[src/rtl/shift_sched_pkg.sv]
// Shared encodings and helpers for the shift scheduler.
// State values are fixed so the encoding stays stable across tools.
package shift_sched_pkg;

  localparam logic [1:0] S_IDLE = 2'd0;
  localparam logic [1:0] S_EXEC = 2'd1;
  localparam logic [1:0] S_RESP = 2'd2;

  localparam int unsigned SHAMT_BITS = 5;

  typedef enum logic [1:0] {
    StIdle = S_IDLE,
    StExec = S_EXEC,
    StResp = S_RESP
  } state_e;

  // A shift of 32 or more clears every bit, so the shifter result is discarded.
  function automatic logic shamt_overflow(input logic [31:0] b);
    return |b[31:SHAMT_BITS];
  endfunction

endpackage

[src/rtl/shift_scheduler_if.sv]
// Request/response bundle between two issuing stages, one consumer and the shift scheduler.
// The slave modport is the scheduler's view; master is the requester/consumer side.
interface shift_scheduler_if #(
  parameter int unsigned WIDTH = 32,
  parameter int unsigned CNT_W = 16
);

  logic             req0_valid;
  logic             req0_ready;
  logic [WIDTH-1:0] req0_a;
  logic [WIDTH-1:0] req0_b;

  logic             req1_valid;
  logic             req1_ready;
  logic [WIDTH-1:0] req1_a;
  logic [WIDTH-1:0] req1_b;

  logic             resp_valid;
  logic             resp_ready;
  logic             resp_id;
  logic [WIDTH-1:0] resp_data;

  logic             busy;
  logic [CNT_W-1:0] done_count;

  modport slave (
    input  req0_valid, req0_a, req0_b,
    input  req1_valid, req1_a, req1_b,
    input  resp_ready,
    output req0_ready, req1_ready,
    output resp_valid, resp_id, resp_data,
    output busy, done_count
  );

  modport master (
    output req0_valid, req0_a, req0_b,
    output req1_valid, req1_a, req1_b,
    output resp_ready,
    input  req0_ready, req1_ready,
    input  resp_valid, resp_id, resp_data,
    input  busy, done_count
  );

endinterface

[src/rtl/shiftLeft.sv]
// Existing combinational 32-bit left shifter shared by the ALU requesters.
module shiftLeft (
  output logic [31:0] out,
  input  logic [31:0] A,
  input  logic [4:0]  B
);

  assign out = A << B;

endmodule

[src/rtl/shift_scheduler.sv]
// Round-robin scheduler sharing one shiftLeft between two requesters.
// Accept in IDLE, shift in EXEC, hold the registered result in RESP until consumed.
module shift_scheduler
  import shift_sched_pkg::*;
#(
  parameter int unsigned WIDTH = 32,
  parameter int unsigned CNT_W = 16
) (
  input  logic             clk,
  input  logic             rst_n,
  shift_scheduler_if.slave bus
);

  state_e           state_q, state_d;
  logic [WIDTH-1:0] a_q, a_d;
  logic [WIDTH-1:0] b_q, b_d;
  logic             id_q, id_d;
  logic             last_grant_q, last_grant_d;
  logic             resp_valid_q, resp_valid_d;
  logic             resp_id_q, resp_id_d;
  logic [WIDTH-1:0] resp_data_q, resp_data_d;
  logic [CNT_W-1:0] done_count_q, done_count_d;

  logic             grant0, grant1;
  logic [WIDTH-1:0] shift_out;

  // Round-robin: under contention the requester not served last wins.
  always_comb begin
    grant0 = 1'b0;
    grant1 = 1'b0;
    if (state_q == StIdle) begin
      grant0 = bus.req0_valid & (~bus.req1_valid | last_grant_q);
      grant1 = bus.req1_valid & (~bus.req0_valid | ~last_grant_q);
    end
  end

  shiftLeft u_shift_left (
    .out (shift_out),
    .A   (a_q),
    .B   (b_q[SHAMT_BITS-1:0])
  );

  always_comb begin
    state_d      = state_q;
    a_d          = a_q;
    b_d          = b_q;
    id_d         = id_q;
    last_grant_d = last_grant_q;
    resp_valid_d = resp_valid_q;
    resp_id_d    = resp_id_q;
    resp_data_d  = resp_data_q;
    done_count_d = done_count_q;

    unique case (state_q)
      StIdle: begin
        if (grant0 | grant1) begin
          a_d     = grant1 ? bus.req1_a : bus.req0_a;
          b_d     = grant1 ? bus.req1_b : bus.req0_b;
          id_d    = grant1;
          state_d = StExec;
        end
      end
      StExec: begin
        resp_data_d  = shamt_overflow(b_q) ? '0 : shift_out;
        resp_id_d    = id_q;
        last_grant_d = id_q;
        resp_valid_d = 1'b1;
        state_d      = StResp;
      end
      StResp: begin
        if (bus.resp_ready) begin
          resp_valid_d = 1'b0;
          done_count_d = done_count_q + CNT_W'(1);
          state_d      = StIdle;
        end
      end
      default: state_d = StIdle;
    endcase
  end

  always_ff @(posedge clk or negedge rst_n) begin
    if (!rst_n) begin
      state_q      <= StIdle;
      a_q          <= '0;
      b_q          <= '0;
      id_q         <= 1'b0;
      last_grant_q <= 1'b1;
      resp_valid_q <= 1'b0;
      resp_id_q    <= 1'b0;
      resp_data_q  <= '0;
      done_count_q <= '0;
    end else begin
      state_q      <= state_d;
      a_q          <= a_d;
      b_q          <= b_d;
      id_q         <= id_d;
      last_grant_q <= last_grant_d;
      resp_valid_q <= resp_valid_d;
      resp_id_q    <= resp_id_d;
      resp_data_q  <= resp_data_d;
      done_count_q <= done_count_d;
    end
  end

  assign bus.req0_ready = grant0;
  assign bus.req1_ready = grant1;
  assign bus.resp_valid = resp_valid_q;
  assign bus.resp_id    = resp_id_q;
  assign bus.resp_data  = resp_data_q;
  assign bus.busy       = (state_q != StIdle);
  assign bus.done_count = done_count_q;

endmodule

[src/flat_wrapper.sv]
// flat-port wrapper written by rule: the top's interface ports become plain ports
module shift_scheduler_flat import shift_sched_pkg::*;
#(
  parameter int unsigned WIDTH = 32,
  parameter int unsigned CNT_W = 16
)
  (clk, rst_n, bus_req0_valid, bus_req0_a, bus_req0_b, bus_req1_valid, bus_req1_a, bus_req1_b, bus_resp_ready, bus_req0_ready, bus_req1_ready, bus_resp_valid, bus_resp_id, bus_resp_data, bus_busy, bus_done_count);
  shift_scheduler_if #(.WIDTH(WIDTH), .CNT_W(CNT_W)) bus_i ();
  input  logic clk;
  input  logic rst_n;
  input wire logic [$bits(bus_i.req0_valid)-1:0] bus_req0_valid;
  input wire logic [$bits(bus_i.req0_a)-1:0] bus_req0_a;
  input wire logic [$bits(bus_i.req0_b)-1:0] bus_req0_b;
  input wire logic [$bits(bus_i.req1_valid)-1:0] bus_req1_valid;
  input wire logic [$bits(bus_i.req1_a)-1:0] bus_req1_a;
  input wire logic [$bits(bus_i.req1_b)-1:0] bus_req1_b;
  input wire logic [$bits(bus_i.resp_ready)-1:0] bus_resp_ready;
  output wire logic [$bits(bus_i.req0_ready)-1:0] bus_req0_ready;
  output wire logic [$bits(bus_i.req1_ready)-1:0] bus_req1_ready;
  output wire logic [$bits(bus_i.resp_valid)-1:0] bus_resp_valid;
  output wire logic [$bits(bus_i.resp_id)-1:0] bus_resp_id;
  output wire logic [$bits(bus_i.resp_data)-1:0] bus_resp_data;
  output wire logic [$bits(bus_i.busy)-1:0] bus_busy;
  output wire logic [$bits(bus_i.done_count)-1:0] bus_done_count;
  assign bus_i.req0_valid = bus_req0_valid;
  assign bus_i.req0_a = bus_req0_a;
  assign bus_i.req0_b = bus_req0_b;
  assign bus_i.req1_valid = bus_req1_valid;
  assign bus_i.req1_a = bus_req1_a;
  assign bus_i.req1_b = bus_req1_b;
  assign bus_i.resp_ready = bus_resp_ready;
  assign bus_req0_ready = bus_i.req0_ready;
  assign bus_req1_ready = bus_i.req1_ready;
  assign bus_resp_valid = bus_i.resp_valid;
  assign bus_resp_id = bus_i.resp_id;
  assign bus_resp_data = bus_i.resp_data;
  assign bus_busy = bus_i.busy;
  assign bus_done_count = bus_i.done_count;
  shift_scheduler #(.WIDTH(WIDTH), .CNT_W(CNT_W)) u_core (.clk(clk), .rst_n(rst_n), .bus(bus_i));
endmodule
[config.mk]
export PLATFORM = sky130hd
export DESIGN_NAME = shift_scheduler_flat
export DESIGN_NICKNAME = d
export VERILOG_FILES = /design/src/rtl/shift_sched_pkg.sv /design/src/rtl/shift_scheduler_if.sv /design/src/rtl/shiftLeft.sv /design/src/rtl/shift_scheduler.sv /design/src/flat_wrapper.sv
export SDC_FILE = /design/constraint.sdc
export NUM_CORES = 1
export LEC_CHECK = 0
export ABC_AREA = 1
export CAP_MARGIN = 20
export CORE_MARGIN = 10
export CORE_UTILIZATION = 45
export DETAILED_ROUTE_END_ITERATION = 8
export GPL_ROUTABILITY_DRIVEN = 1
export GPL_TIMING_DRIVEN = 0
export PLACE_DENSITY = 0.79
export SYNTH_ARGS = -nofsm -noshare
export SYNTH_HDL_FRONTEND = slang
export SYNTH_SLANG_ARGS = --single-unit
[constraint.sdc]
create_clock -name clk -period 3.17 [get_ports clk]
set_clock_uncertainty 0.1 [all_clocks]
set_input_delay 0.7925 -clock clk [delete_from_list [all_inputs] [get_ports clk]]
set_output_delay 0.7925 -clock clk [all_outputs]
set_load 0.02 [all_outputs]
==> impl_metrics.yaml <==
status:
  status: "finished, final reports clean"
power_and_ir_drop:
  seqPwrFrac_pct: 26.3
  p_leak_nw: 4.57
  finalPower_mw: 8.99
  combPwrFrac_pct: 51.2
  p_int_mw: 4.97
  peakVddDrop_mv: 0.447
  p_clk_share_pct: 22.5
  power_switching_mw: 4.02
  switching_share_pct: 44.7
  power-per-cell-area_nw_per_um2: 914
clocking:
  cts_buffer_depth: 2
  cts.clk_slew.worst_paths_ns: 0.06
  cts_sinks: 118
  cts_made_buffers: 17
  cts_tree: "done"
  clkLatencyLatePin_ns: 0.42
  cts_root_buffer: "clkbuf_16"
  h-tree-depth: 4
  cts_hold_buf: 0
yosys:
  synth-main-ff-cell: "dfrtp_1"
  synthCells: 980
  async_flop_share_pct: 100
  synth.area.mux_share_pct: 0
  post_synth_num_cell_types: 30
  yosysWarningCount: 0
  synth_fp_nets: 1114
  ys_ff_latch: 118
  synth_xor_area_share_pct: 1.74
  synth-compound-area-share_pct: 6.96
  seq_area_frac_synth_pct: 41.8
  syn_avg_cell_area_um2: 7.21
  yosysTopAreaCell: "dfrtp_1"
  netlist_area_um2: 7070
  synth_fa_ha_area_share_pct: 0.177
  synth_edf_count: 0
  synth_top_family_by_area: "simple AND/OR/NAND/NOR gates"
  ys_top_cells_by_area: "dfrtp_1, nand2_1, nand3_1"
  synthDominantCellAreaShare_pct: 41.4
  synth-simple-area-share_pct: 42.1
job:
  maxCapViolCount: 0
grt:
  antenna_found_initial: 0
  gr-total-overflow: 0
  grt_max_degree: 65
  grt_pass1_vias: 7113
  grt_pass1_wl_um: 37000
  grt_usage_pct: 21.3
sta:
  final.period_utilization_pct: 97.3
  setup_ws_ns: 0.0854
  holdWs_ns: 0.224
  report.final.slew_viol_count: 0
  fmax_ghz: 0.324
  setup-tns-final_ns: 0
  hold_viol: 0
  tightest_slew_ns: 0.559
  post-route-min-period_ns: 3.08
  finalSetupViolations: 0
  rsz0062_at_grt: "no"
  slew-limit-headroom_pct: 62.7
floorplan:
  coreArea_um2: 15300
  die_width_um: 145
  die_area_um2: 21100
  rows: 45
  start_util_pct: 46.1
  ioPinCount: 186
  die_h_um: 145
routing:
  viasPerCell: 5.16
  wire_per_inst_um: 16.3
  post-route-drc-count: 0
  drtIter0Drc: 521
  first_pass_iters: 8
  vias: 7270
  routed_wl_um: 22900
  final_antenna_net_count: 0
cells_and_area:
  fillers: 1423
  layout-drive-gt1-share_pct: 8.94
  final_nets: 1318
  syn2layout_area_growth_pct: 39.2
  final_cell_area_um2: 9830
  diodes: 0
setup_path:
  slowest_delay_ns: 0.66
  cp.required_ns: 2.28
  critPathCaptureType: "primary output"
  cp_top_family: "buffers and inverters"
  crit_path_top_delay_cell: "clkdlybuf4s50_1"
  cp_num_buf_inv: 2
  crit_chain: "clkdlybuf4s50_1 -> nand2_1 -> a21oi_4 -> clkdlybuf4s50_1"
  cp_common_cell: "clkdlybuf4s50_1"
  path_max_fanout: 2
  cp_data_arrival_time_ns: 2.19
  critical_path_class: "in -> out"
  critPathLaunchType: "input port"
placement:
  place_area_um2: 9210
  pre_cts_slack_ns: -0.465
  port_buffers: 185
  place.gp.congestion: 1.01
  dp_hpwl_um: 18300
worst_hold_path:
  min_path_type: "in -> async"
## synth_stat cells (7+ instances only)
cell type / count
nand2_1: 387
nand3_1: 211
dfrtp_1: 117
o21a_1: 46
nor2_1: 37
inv_1: 33
clkbuf_1: 22
buf_2: 18
nand3_2: 18
o21ai_0: 13
o21ai_1: 13
buf_4: 10
xor2_1: 8
nand4_1: 7
## cell families after synthesis
family                     after synthesis
buffers and inverters                  100
AOI/OAI and AO/OA                       73
adders and majority gates                1
and+or+nand+nor                        674
xor gates and xnor gates                14
DFF                                    118
## layer usage
layer	share of wire [%]	vias to the layer above	GRT usage, %
li1	-	3618	-
met4	1.1	0	5.81
met3	7.1	21	5.59
met1	45	3382	27.6
met2	47	249	34.2
met5	0	-	0
## power by group through the flow
stage,combinational (mW),sequential (mW),clock [mW]
after floorplan,3.17,2.32,0
after global placement,4.49,2.37,0
after detailed placement,4.53,2.39,0
after CTS,4.56,2.36,2.03
after global routing,5.12,2.42,2.11
final,4.60,2.37,2.02
## cell usage in the layout, fill, tap and decap left out, types with 2 or more instances in the layout
| cell type | instances |
|---|---|
| nand2_1 | 387 |
| nand3_1 | 211 |
| clkdlybuf4s50_1 | 183 |
| dfrtp_1 | 117 |
| o21a_1 | 46 |
| nor2_1 | 37 |
| inv_1 | 33 |
| clkbuf_1 | 22 |
| nand3_2 | 18 |
| buf_2 | 17 |
| clkbuf_16 | 17 |
| o21ai_1 | 13 |
| o21ai_0 | 13 |
| buf_4 | 10 |
| xor2_1 | 8 |
| nand4_1 | 7 |
| nor2_2 | 6 |
| inv_2 | 6 |
| xnor2_1 | 6 |
| buf_6 | 5 |
| nor3_1 | 4 |
| clkbuf_8 | 4 |
| bufinv_16 | 3 |
| clkinv_2 | 3 |
| inv_4 | 2 |
| buf_8 | 2 |
| buf_1 | 2 |
| clkinvlp_4 | 2 |
| clkinv_4 | 2 |
## layout make-up
type	count	area (um2)	area share, %
clock buffers	21	480	4.89
repair buffers	186	1880	19.1
clock inverters	11	146	1.49
inverters	41	159	1.62
plain buffers	58	345	3.51
well taps	211	264	2.68
multi-input cells	762	3600	36.6
flip-flops and latches	118	2950	30.0
## registers in the layout, summed over array words and instances (netlist names)
name / cells
u_core.state_q: 2
u_core.bus.resp_valid: 1
u_core.a_q: 32
u_core.id_q: 1
u_core.bus.resp_id: 1
u_core.bus.done_count: 16
u_core.last_grant_q: 1
u_core.b_q: 32
u_core.bus.resp_data: 32
## worst paths after layout
path,cells past startpoint,from,slack [ns],endpoint
setup reg to reg,9,u_core.b_q[1]$_DFFE_PN0P_,1.17,u_core.bus.resp_data[29]$_DFFE_PN0P_
hold reg to reg,2,u_core.bus.resp_valid$_DFFE_PN0P_,0.37,u_core.bus.resp_valid$_DFFE_PN0P_
hold / removal,1,rst_n,0.22,u_core.bus.done_count[9]$_DFFE_PN0P_
min in group clk,2,u_core.bus.resp_valid$_DFFE_PN0P_,0.37,u_core.bus.resp_valid$_DFFE_PN0P_
max in group asynchronous,2,rst_n,2.05,u_core.a_q[15]$_DFFE_PN0P_
setup / recovery,4,bus_req0_valid,0.09,bus_req0_ready
## per-stage QoR
stage,instances,utilization [%]
final,1408,64.2
after global routing,1408,64.2
after CTS,1408,64.2
after detailed placement,1377,60.1
after global placement,1376,60.0
after floorplan,980,-
## what timing repair did
action,4_1_cts,5_1_grt
buffers inserted,0,0
gates resized for setup,3,0
endpoints found under the setup margin,1,0
Note: power is estimated with default switching activity, not from simulation.
